===== src/rtl/relogio_pkg.sv =====
// Shared time type and field arithmetic for the parametrised clock.
// The hour field is held at 6 bits (enough for 64 hours) and truncated to H_W at the top level.
package relogio_pkg;

  localparam logic [5:0] SEG_MAX = 6'd59;
  localparam logic [5:0] MIN_MAX = 6'd59;

  typedef struct packed {
    logic [5:0] horas;
    logic [5:0] minutos;
    logic [5:0] segundos;
  } tempo_t;

  function automatic tempo_t tempo_inc(tempo_t t, logic [5:0] hora_ult);
    tempo_t r;
    r = t;
    if (t.segundos == SEG_MAX) begin
      r.segundos = 6'd0;
      if (t.minutos == MIN_MAX) begin
        r.minutos = 6'd0;
        r.horas   = (t.horas == hora_ult) ? 6'd0 : t.horas + 6'd1;
      end else begin
        r.minutos = t.minutos + 6'd1;
      end
    end else begin
      r.segundos = t.segundos + 6'd1;
    end
    return r;
  endfunction

  function automatic tempo_t tempo_dec(tempo_t t, logic [5:0] hora_ult);
    tempo_t r;
    r = t;
    if (t.segundos == 6'd0) begin
      r.segundos = SEG_MAX;
      if (t.minutos == 6'd0) begin
        r.minutos = MIN_MAX;
        r.horas   = (t.horas == 6'd0) ? hora_ult : t.horas - 6'd1;
      end else begin
        r.minutos = t.minutos - 6'd1;
      end
    end else begin
      r.segundos = t.segundos - 6'd1;
    end
    return r;
  endfunction

  function automatic logic tempo_valido(tempo_t t, logic [5:0] hora_ult);
    return (t.segundos <= SEG_MAX) && (t.minutos <= MIN_MAX) && (t.horas <= hora_ult);
  endfunction

endpackage


===== src/rtl/relogio_parametrizado_divisor_tick.sv =====
// Prescaler: counts 0..DIV-1 while enabled and flags the wrap edge combinationally.
module divisor_tick #(
  parameter int unsigned DIV = 1
) (
  input  logic clk_100MHz,
  input  logic rstn,
  input  logic en,
  input  logic clr,
  output logic tick_o
);

  localparam int unsigned CNT_W = (DIV > 1) ? $clog2(DIV) : 1;
  localparam logic [CNT_W-1:0] ULT = CNT_W'(DIV - 1);

  logic [CNT_W-1:0] cnt_q, cnt_d;
  logic             wrap;

  always_comb begin
    wrap  = en && (cnt_q == ULT);
    cnt_d = cnt_q;
    if (clr) begin
      cnt_d = '0;
    end else if (en) begin
      cnt_d = wrap ? '0 : cnt_q + 1'b1;
    end
  end

  assign tick_o = wrap;

  always_ff @(posedge clk_100MHz or negedge rstn) begin
    if (!rstn) begin
      cnt_q <= '0;
    end else begin
      cnt_q <= cnt_d;
    end
  end

endmodule


===== src/rtl/relogio_parametrizado.sv =====
// hh:mm:ss clock/timer with prescaler, up/down count, validated load and latched alarm.
module relogio_parametrizado
  import relogio_pkg::*;
#(
  parameter int unsigned CLK_HZ    = 100_000_000,
  parameter int unsigned TICK_HZ   = 1,
  parameter int unsigned HORAS_MAX = 24,
  localparam int unsigned H_W      = $clog2(HORAS_MAX)
) (
  input  logic           clk_100MHz,
  input  logic           rstn,
  input  logic           pause,
  input  logic           load,
  input  logic [5:0]     load_segundos,
  input  logic [5:0]     load_minutos,
  input  logic [H_W-1:0] load_horas,
  input  logic           down,
  input  logic           alarm_en,
  input  logic           alarm_set,
  input  logic [H_W-1:0] alarm_horas,
  input  logic [5:0]     alarm_minutos,
  input  logic           alarm_clr,
  output logic [5:0]     segundos,
  output logic [5:0]     minutos,
  output logic [H_W-1:0] horas,
  output logic           tick,
  output logic           alarm,
  output logic           load_err
);

  localparam int unsigned DIV = (TICK_HZ == 0) ? 0 : CLK_HZ / TICK_HZ;
  localparam logic [5:0] HORA_ULT = 6'(HORAS_MAX - 1);

  if (TICK_HZ == 0 || DIV < 1 || (CLK_HZ % TICK_HZ) != 0) begin : gen_div_check
    $fatal(1, "CLK_HZ/TICK_HZ must be an integer >= 1");
  end
  if (HORAS_MAX < 2 || HORAS_MAX > 64) begin : gen_horas_check
    $fatal(1, "HORAS_MAX must be in 2..64");
  end

  tempo_t     tempo_q, tempo_d, load_t, alarm_t;
  logic [5:0] alarm_h_q, alarm_h_d, alarm_m_q, alarm_m_d;
  logic       tick_q, tick_d, alarm_q, alarm_d, err_q, err_d;
  logic       advance, load_ok, aset_ok, match;

  divisor_tick #(
    .DIV(DIV)
  ) u_divisor (
    .clk_100MHz(clk_100MHz),
    .rstn      (rstn),
    .en        (!pause),
    .clr       (load_ok),
    .tick_o    (advance)
  );

  always_comb begin
    load_t  = '{horas: 6'(load_horas), minutos: load_minutos, segundos: load_segundos};
    alarm_t = '{horas: 6'(alarm_horas), minutos: alarm_minutos, segundos: 6'd0};
    load_ok = load && tempo_valido(load_t, HORA_ULT);
    aset_ok = alarm_set && tempo_valido(alarm_t, HORA_ULT);

    tempo_d = tempo_q;
    if (load_ok) begin
      tempo_d = load_t;
    end else if (advance) begin
      tempo_d = down ? tempo_dec(tempo_q, HORA_ULT) : tempo_inc(tempo_q, HORA_ULT);
    end

    tick_d = advance && !load_ok;
    err_d  = (load && !load_ok) || (alarm_set && !aset_ok);

    // Match uses the alarm time stored before this edge; loads never trigger.
    match = tick_d && alarm_en && (tempo_d == {alarm_h_q, alarm_m_q, 6'd0});

    alarm_d = alarm_q;
    if (match) begin
      alarm_d = 1'b1;
    end else if (alarm_clr || !alarm_en) begin
      alarm_d = 1'b0;
    end

    alarm_h_d = aset_ok ? alarm_t.horas : alarm_h_q;
    alarm_m_d = aset_ok ? alarm_t.minutos : alarm_m_q;
  end

  always_ff @(posedge clk_100MHz or negedge rstn) begin
    if (!rstn) begin
      tempo_q   <= '0;
      alarm_h_q <= '0;
      alarm_m_q <= '0;
      tick_q    <= 1'b0;
      alarm_q   <= 1'b0;
      err_q     <= 1'b0;
    end else begin
      tempo_q   <= tempo_d;
      alarm_h_q <= alarm_h_d;
      alarm_m_q <= alarm_m_d;
      tick_q    <= tick_d;
      alarm_q   <= alarm_d;
      err_q     <= err_d;
    end
  end

  assign segundos = tempo_q.segundos;
  assign minutos  = tempo_q.minutos;
  assign horas    = tempo_q.horas[H_W-1:0];
  assign tick     = tick_q;
  assign alarm    = alarm_q;
  assign load_err = err_q;

endmodule


===== config.mk =====
export PLATFORM = sky130hd
export DESIGN_NAME = relogio_parametrizado
export DESIGN_NICKNAME = d
export VERILOG_FILES = /design/src/rtl/relogio_pkg.sv /design/src/rtl/relogio_parametrizado_divisor_tick.sv /design/src/rtl/relogio_parametrizado.sv
export SDC_FILE = /design/constraint.sdc
export NUM_CORES = 1
export LEC_CHECK = 0
export BUFFER_PORTS_ARGS = -buffer_cell sky130_fd_sc_hd__buf_4
export CORE_MARGIN = 4
export CORE_UTILIZATION = 60
export CTS_BUF_LIST = sky130_fd_sc_hd__clkbuf_8
export CTS_CLUSTER_DIAMETER = 100
export DETAILED_ROUTE_END_ITERATION = 8
export PLACE_DENSITY = 0.83
export RECOVER_POWER = 100
export SLEW_MARGIN = 20
export SYNTH_ARGS = -nofsm -noshare
export SYNTH_HDL_FRONTEND = slang
export SYNTH_SLANG_ARGS = --single-unit

===== constraint.sdc =====
create_clock -name clk_100MHz -period 4.6 [get_ports clk_100MHz]
set_input_delay 0.69 -clock clk_100MHz [delete_from_list [all_inputs] [get_ports clk_100MHz]]
set_output_delay 0.69 -clock clk_100MHz [all_outputs]
set_load 0.02 [all_outputs]

Yosys cells after proc, flatten, opt, wreduce, memory -nomap -nowiden
Index checks and enable logic that the tools add are counted.
{"block": "classes", "div": 0, "add_sub_neg": 7, "n_mux": 18, "n_reduce_logical": 21, "bitwise": 0, "multipliers": 0, "order_cmp": 5, "n_eq_ne": 6, "shift": 0}
{"cell": "two-way mux 27 bit", "count": 3}
{"cell": "two-way mux 18 bit", "count": 3}
{"cell": "two-way mux 6 bit", "count": 8}
{"cell": "adder 27 x 1 -> 27 bit, second input constant", "count": 1}
{"cell": "equality test 27 bit, second input constant", "count": 1}
{"cell": "two-way mux 12 bit", "count": 2}
{"cell": "adder 6 x 1 -> 6 bit, second input constant", "count": 3}
{"cell": "equality test 18 x 17 -> 1 bit", "count": 1}
{"cell": "less-or-equal comparator 6 bit, second input constant", "count": 3}
{"cell": "zero test 6 bit", "count": 3}
{"cell": "subtractor 6 x 1 -> 6 bit, second input constant", "count": 3}
{"cell": "equality test 6 bit, second input constant", "count": 2}
{"cell": "logical AND 1 bit", "count": 11}
{"cell": "less-or-equal comparator 5 bit, second input constant", "count": 2}
{"cell": "equality test 6 x 5 -> 1 bit, second input constant", "count": 1}
{"cell": "zero test 1 bit", "count": 4}
{"cell": "logical OR 1 bit", "count": 2}
{"cell": "two-way mux 1 bit", "count": 2}
{"cell": "!= test 2 x 1 -> 1 bit, second input constant", "count": 1}
{"cell": "nonzero test 2 bit", "count": 1}
{"block": "totals", "word_cells": 66, "romBits": 0, "input_bits": 36, "ram_bits": 0, "regBits": 59, "memories": 0, "latchBits": 0, "output_inout_bits": 20}

Depth between registers and ports, before layout
{"block": "depth", "ltp_word": 10, "mapped_depth": 11, "ltp_nobuf": 11}

By module
Synthesis repeated with hierarchy kept, for this count alone.
{"block": "hier_totals", "hier_cells": 532, "hier_area_um2": 4514.3}
{"mod": "relogio_parametrizado", "seq_area_each_um2": 800.8, "cells_each": 354, "area_each_um2": 2905.3, "n_inst": 1}
{"mod": "divisor_tick", "seq_area_each_um2": 675.6, "cells_each": 178, "area_each_um2": 1609.0, "n_inst": 1}

Worst setup path after synthesis
Ideal clock, no wire load.
{"block": "synth_timing", "kind": "in2reg", "from": "input pause", "to": "register alarm_q (netlist: alarm)", "arrival_ns": 3.527, "path_stages": 9, "required_ns": 4.524, "setup_slack_ns": 0.996, "setup_time_ns": 0.076, "n_path_buf": 1, "path_cell_list": "or4b_1 -> or4_4 -> or4_1 -> buf_2 -> or3_1 -> a31oi_1 -> nand4_1 -> or4_1 -> o21ai_1"}
{"block": "synth_between", "elab_chain_len": 7, "word_cells_on_any_way": 10, "cone_classes": "eq/ne (1); mux (3); reduce/logical (6)"}
{"item": "from (decl)", "line": "relogio_parametrizado.sv:12", "text": "input logic pause,"}
{"item": "zero test 1 bit (*)", "line": "relogio_parametrizado.sv:51", "text": ".en (!pause),"}
{"item": "logical AND 1 bit (*)", "line": "relogio_parametrizado_divisor_tick.sv:19", "text": "wrap = en && (cnt_q == ULT);"}
{"item": "two-way mux 18 bit", "line": "relogio_parametrizado.sv:65", "text": "end else if (advance) begin"}
{"item": "two-way mux 18 bit", "line": "relogio_parametrizado.sv:63", "text": "if (load_ok) begin"}
{"item": "equality test 18 x 17 -> 1 bit", "line": "relogio_parametrizado.sv:73", "text": "match = tick_d && alarm_en && (tempo_d == {alarm_h_q, alarm_m_q, 6'd0});"}
{"item": "logical AND 1 bit (*)", "line": "relogio_parametrizado.sv:73"}
{"item": "two-way mux 1 bit / nonzero test 2 bit (equally long branches)"}
{"item": "to (signal assigned)", "line": "relogio_parametrizado.sv:99", "text": "alarm_q <= alarm_d;"}
{"item": "to (decl)", "line": "relogio_parametrizado.sv:43", "text": "logic tick_q, tick_d, alarm_q, alarm_d, err_q, err_d;"}
Mark *: on every way between the ends. The rest lies on a longest branch, timed or not.
A chain may end at the register's enable or synchronous reset.

Worst setup path after layout
Ends and elaborated chain as after synthesis.

==> qor.tcl <==
set qor(critPathCaptureType) {register}
set qor(clk_pin_slew_ns) 0.07
set qor(layout.cells.most_common) {sky130_fd_sc_hd__dfrtp_1}
set qor(final_cell_mix) {sky130_fd_sc_hd__dfrtp_1 (59), sky130_fd_sc_hd__nand2_1 (53), sky130_fd_sc_hd__nor2_1 (52)}
set qor(post_cts_resize_count) 0
set qor(worstHoldPathCells) 1
set qor(cts_post_setup_buffers_inserted) 0
set qor(first_global_vias) 3613
set qor(numPortBuffers) 55
set qor(post_layout_instance_count_excluding_filler_cells) 597
set qor(dpl.hpwl_um) 8050
set qor(critical_path_peak_fanout) 16
set qor(worst_setup_path_class) {in -> reg}
set qor(firstDrtPassIters) 5
set qor(viasPerCell) 6.46
set qor(p_clk_share_pct) 29.4
set qor(grt_util_all_layers_pct) 26.2
set qor(grt_pass1_wl_um) 17500
set qor(maxSlewHeadroom_pct) -108
set qor(drv.max_cap_violation_count) 1
set qor(maxSlewViolCount) 60
set qor(hp-start) {u_divisor.cnt_q[24]$_DFFE_PN0P_}
set qor(tritoncts.num_buffers) 9
set qor(synthDistinctLibCells) 62
set qor(synthesis.area_um2) 4080
set qor(run_status) {finished with violations}
set qor(final.setup.tns_ns) 0
set qor(grt_remaining_overflow) 0
set qor(syn_nets) 533
set qor(power.ir.vdd_worst_mv) 0.241
set qor(ff2ff_path_depth) 9
set qor(wl_per_cell_um) 18.0
set qor(ant_nets) 0
set qor(clockRootBuffer) {sky130_fd_sc_hd__clkbuf_8}
set qor(nNetsFinal) 560
set qor(yosys_warnings) 0
set qor(final_util_pct) 69.0
set qor(synth_seq_cells) 59
set qor(share_of_post_route_cells_with_drive_strength_above_1_pct) 12.7
set qor(postSynthCellCount) 489
set qor(internal-power_mw) 0.897
set qor(drt_drc_violations_left) 0
set qor(syn_to_final_growth_pct) 9.26
set qor(numPlacedInstances) 582
set qor(setup.reg_to_reg.worst_slack_ns) 0.73
set qor(failed_checks) {max-capacitance violations, max-slew violations}
set qor(synth_ff_type) {sky130_fd_sc_hd__dfrtp_1}
set qor(wl_um) 10700
set qor(critPathLaunchType) {input pin}
set qor(cp_data_required_time_ns) 4.86
set qor(detail_route.iter0.violations) 239
set qor(swShare_pct) 34.8
set qor(power.sequential.fraction_pct) 46.5
set qor(initial_core_util_pct) 63.2
set qor(initial_antenna_violation_count) 0
set qor(final-setup-viol-count) 0
set qor(antenna-diode-count) 0
set qor(synthArstFlopShare_pct) 100
set qor(grt_setup_unrepaired) {false}
set qor(min_period_over_period_pct) 84.6
set qor(p_total_mw) 1.38
set qor(p_comb_share_pct) 24.1
set qor(cts-htree-levels) 3
set qor(timing.final.crit_period_ns) 3.89
set qor(fin_skew_ns) 0.00786
set qor(p_leak_nw) 1.86
set qor(timing.rr.start) {u_divisor.cnt_q[11]$_DFFE_PN0P_}
set qor(chipWidth_um) 90.5
set qor(vias) 3859
set qor(clkLatencyLatePin_ns) 0.34
set qor(holdBufCountCts) 0
set qor(die-height_um) 90.5
set qor(worstHoldPathType) {reg -> reg}
set qor(critical_path.reg2reg.endpoint) {alarm$_DFFE_PN0P_}
set qor(io_pins) 56
set qor(fmax_mhz) 257
set qor(p_per_area_nw_per_um2) 309
set qor(number_of_sinks_handled_by_clock_tree_synthesis) 59
set qor(core-area_um2) 6460
set qor(dieArea_um2) 8180
set qor(edff_count_synth) 0
set qor(clock_tree.buffer_depth) 2
set qor(row_count) 29
set qor(synth-seq-area-share_pct) 36.2
set qor(syn_area_per_cell_um2) 8.34
set qor(switching_power_mw) 0.479
set qor(final-hold-violation-count) 0
set qor(min_to) {u_divisor.cnt_q[24]$_DFFE_PN0P_}
set qor(worst_slew_pin_tran_ns) 3.12
set qor(cts_tree) {yes}
set qor(grt_max_degree) 60
set qor(cp.arrival_ns) 4.16
set qor(place.gp.congestion) 0.937
==> worst max-delay path, stage by stage <==
cell	delay (ns)
sky130_fd_sc_hd__buf_4	0.13
sky130_fd_sc_hd__or4b_1	0.44
sky130_fd_sc_hd__or4_1	0.52
sky130_fd_sc_hd__or4_1	0.82
sky130_fd_sc_hd__nor2_1	0.24
sky130_fd_sc_hd__nand4_1	0.11
sky130_fd_sc_hd__a2111oi_0	0.38
sky130_fd_sc_hd__nand4_1	0.14
sky130_fd_sc_hd__or4_1	0.53
sky130_fd_sc_hd__o21ai_1	0.14
==> cell families (layout without fill, tap and decap cells) <==
group | after synthesis | count (layout) | share of synthesized area (%)
DFF | 59 | 59 | 36.2
AOI/OAI and AO/OA | 105 | 105 | 16.9
buffers and inverters | 56 | 87 | 6.75
xor gates and xnor gates | 29 | 29 | 6.22
adders and majority gates | 8 | 8 | 2.45
and+or+nand+nor | 217 | 217 | 27.4
muxes | 15 | 15 | 4.08
==> synth_stat cells (all sizes together) (3+ instances only) <==
| cell type | n | area (um2) |
|---|---|---|
| inv | 13 | 48.8 |
| o211ai | 5 | 37.5 |
| nand3 | 27 | 135 |
| o21ai | 31 | 155 |
| o31ai | 4 | 30.0 |
| and3 | 7 | 43.8 |
| nand3b | 6 | 45.0 |
| dfrtp | 59 | 1480 |
| a21o | 4 | 30.0 |
| mux2 | 13 | 146 |
| nor3 | 9 | 45.0 |
| a21oi | 19 | 95.1 |
| nand2b | 5 | 31.3 |
| nor3b | 3 | 22.5 |
| a31oi | 10 | 62.6 |
| xnor2 | 12 | 105 |
| or3 | 9 | 56.3 |
| nand4 | 17 | 106 |
| ha | 8 | 100 |
| and4 | 3 | 26.3 |
| xor2 | 17 | 149 |
| nor4 | 5 | 31.3 |
| o311ai | 4 | 35.0 |
| clkbuf | 24 | 90.1 |
| or4 | 9 | 75.1 |
| nand2 | 53 | 199 |
| or4b | 3 | 30.0 |
| nor2 | 52 | 198 |
| buf | 19 | 136 |
==> power groups by stage <==
stage               registers [mW]  logic, mW  clock network [mW]
detailed placement           0.647      0.347                   0
global route                 0.648      0.362               0.435
global placement             0.645      0.339                   0
floorplan                    0.601      0.284                   0
CTS                          0.637      0.348               0.410
finish                       0.640      0.331               0.404
==> metrics by stage <==
step | instance area (um2) | hold WS, ns | setup slack (ns)
2_1_floorplan | 4080 | 0.394 | 0.996
3_3_place_gp | 4400 | 0.483 | 0.538
3_5_place_dp | 4400 | 0.502 | 0.479
4_1_cts | 4570 | 0.430 | 0.850
5_1_grt | 4460 | 0.550 | 0.579
6_report | 4460 | 0.508 | 0.709
==> flip-flops by register name (all words and copies together), names as in the netlist <==
signal,count
u_divisor.cnt_q,27
alarm_m_q,6
alarm,1
tick,1
load_err,1
horas,5
tempo_q,1
minutos,6
alarm_h_q,5
segundos,6
==> layer usage <==
layer	up-vias	GRT usage [%]	share of wire [%]
met3	16	6.08	7.4
met1	1842	33.9	41
met4	0	9.57	1.9
li1	1821	-	-
met2	180	42.9	49
met5	-	0	0
==> area by class of cell <==
class | count | area [um2]
flip-flops and latches | 59 | 1480
fillers | 523 | 2000
repair buffers | 59 | 357
clock buffers | 10 | 138
multi-input cells | 374 | 2310
inverters | 13 | 48.8
well taps | 77 | 96.3
clock inverters | 5 | 30.0
==> worst max-delay path by stage <==
stage,startpoint,endpoint,slack [ns],cells past startpoint
floorplan,pause,alarm$_DFFE_PN0P_,1.0,9
global placement,pause,alarm$_DFFE_PN0P_,0.54,9
detailed placement,pause,alarm$_DFFE_PN0P_,0.48,9
CTS,pause,alarm$_DFFE_PN0P_,0.85,9
global route,u_divisor.cnt_q[11]$_DFFE_PN0P_,alarm$_DFFE_PN0P_,0.58,9
finish,pause,alarm$_DFFE_PN0P_,0.71,10
No activity file was read; power rests on OpenSTA's default activity.
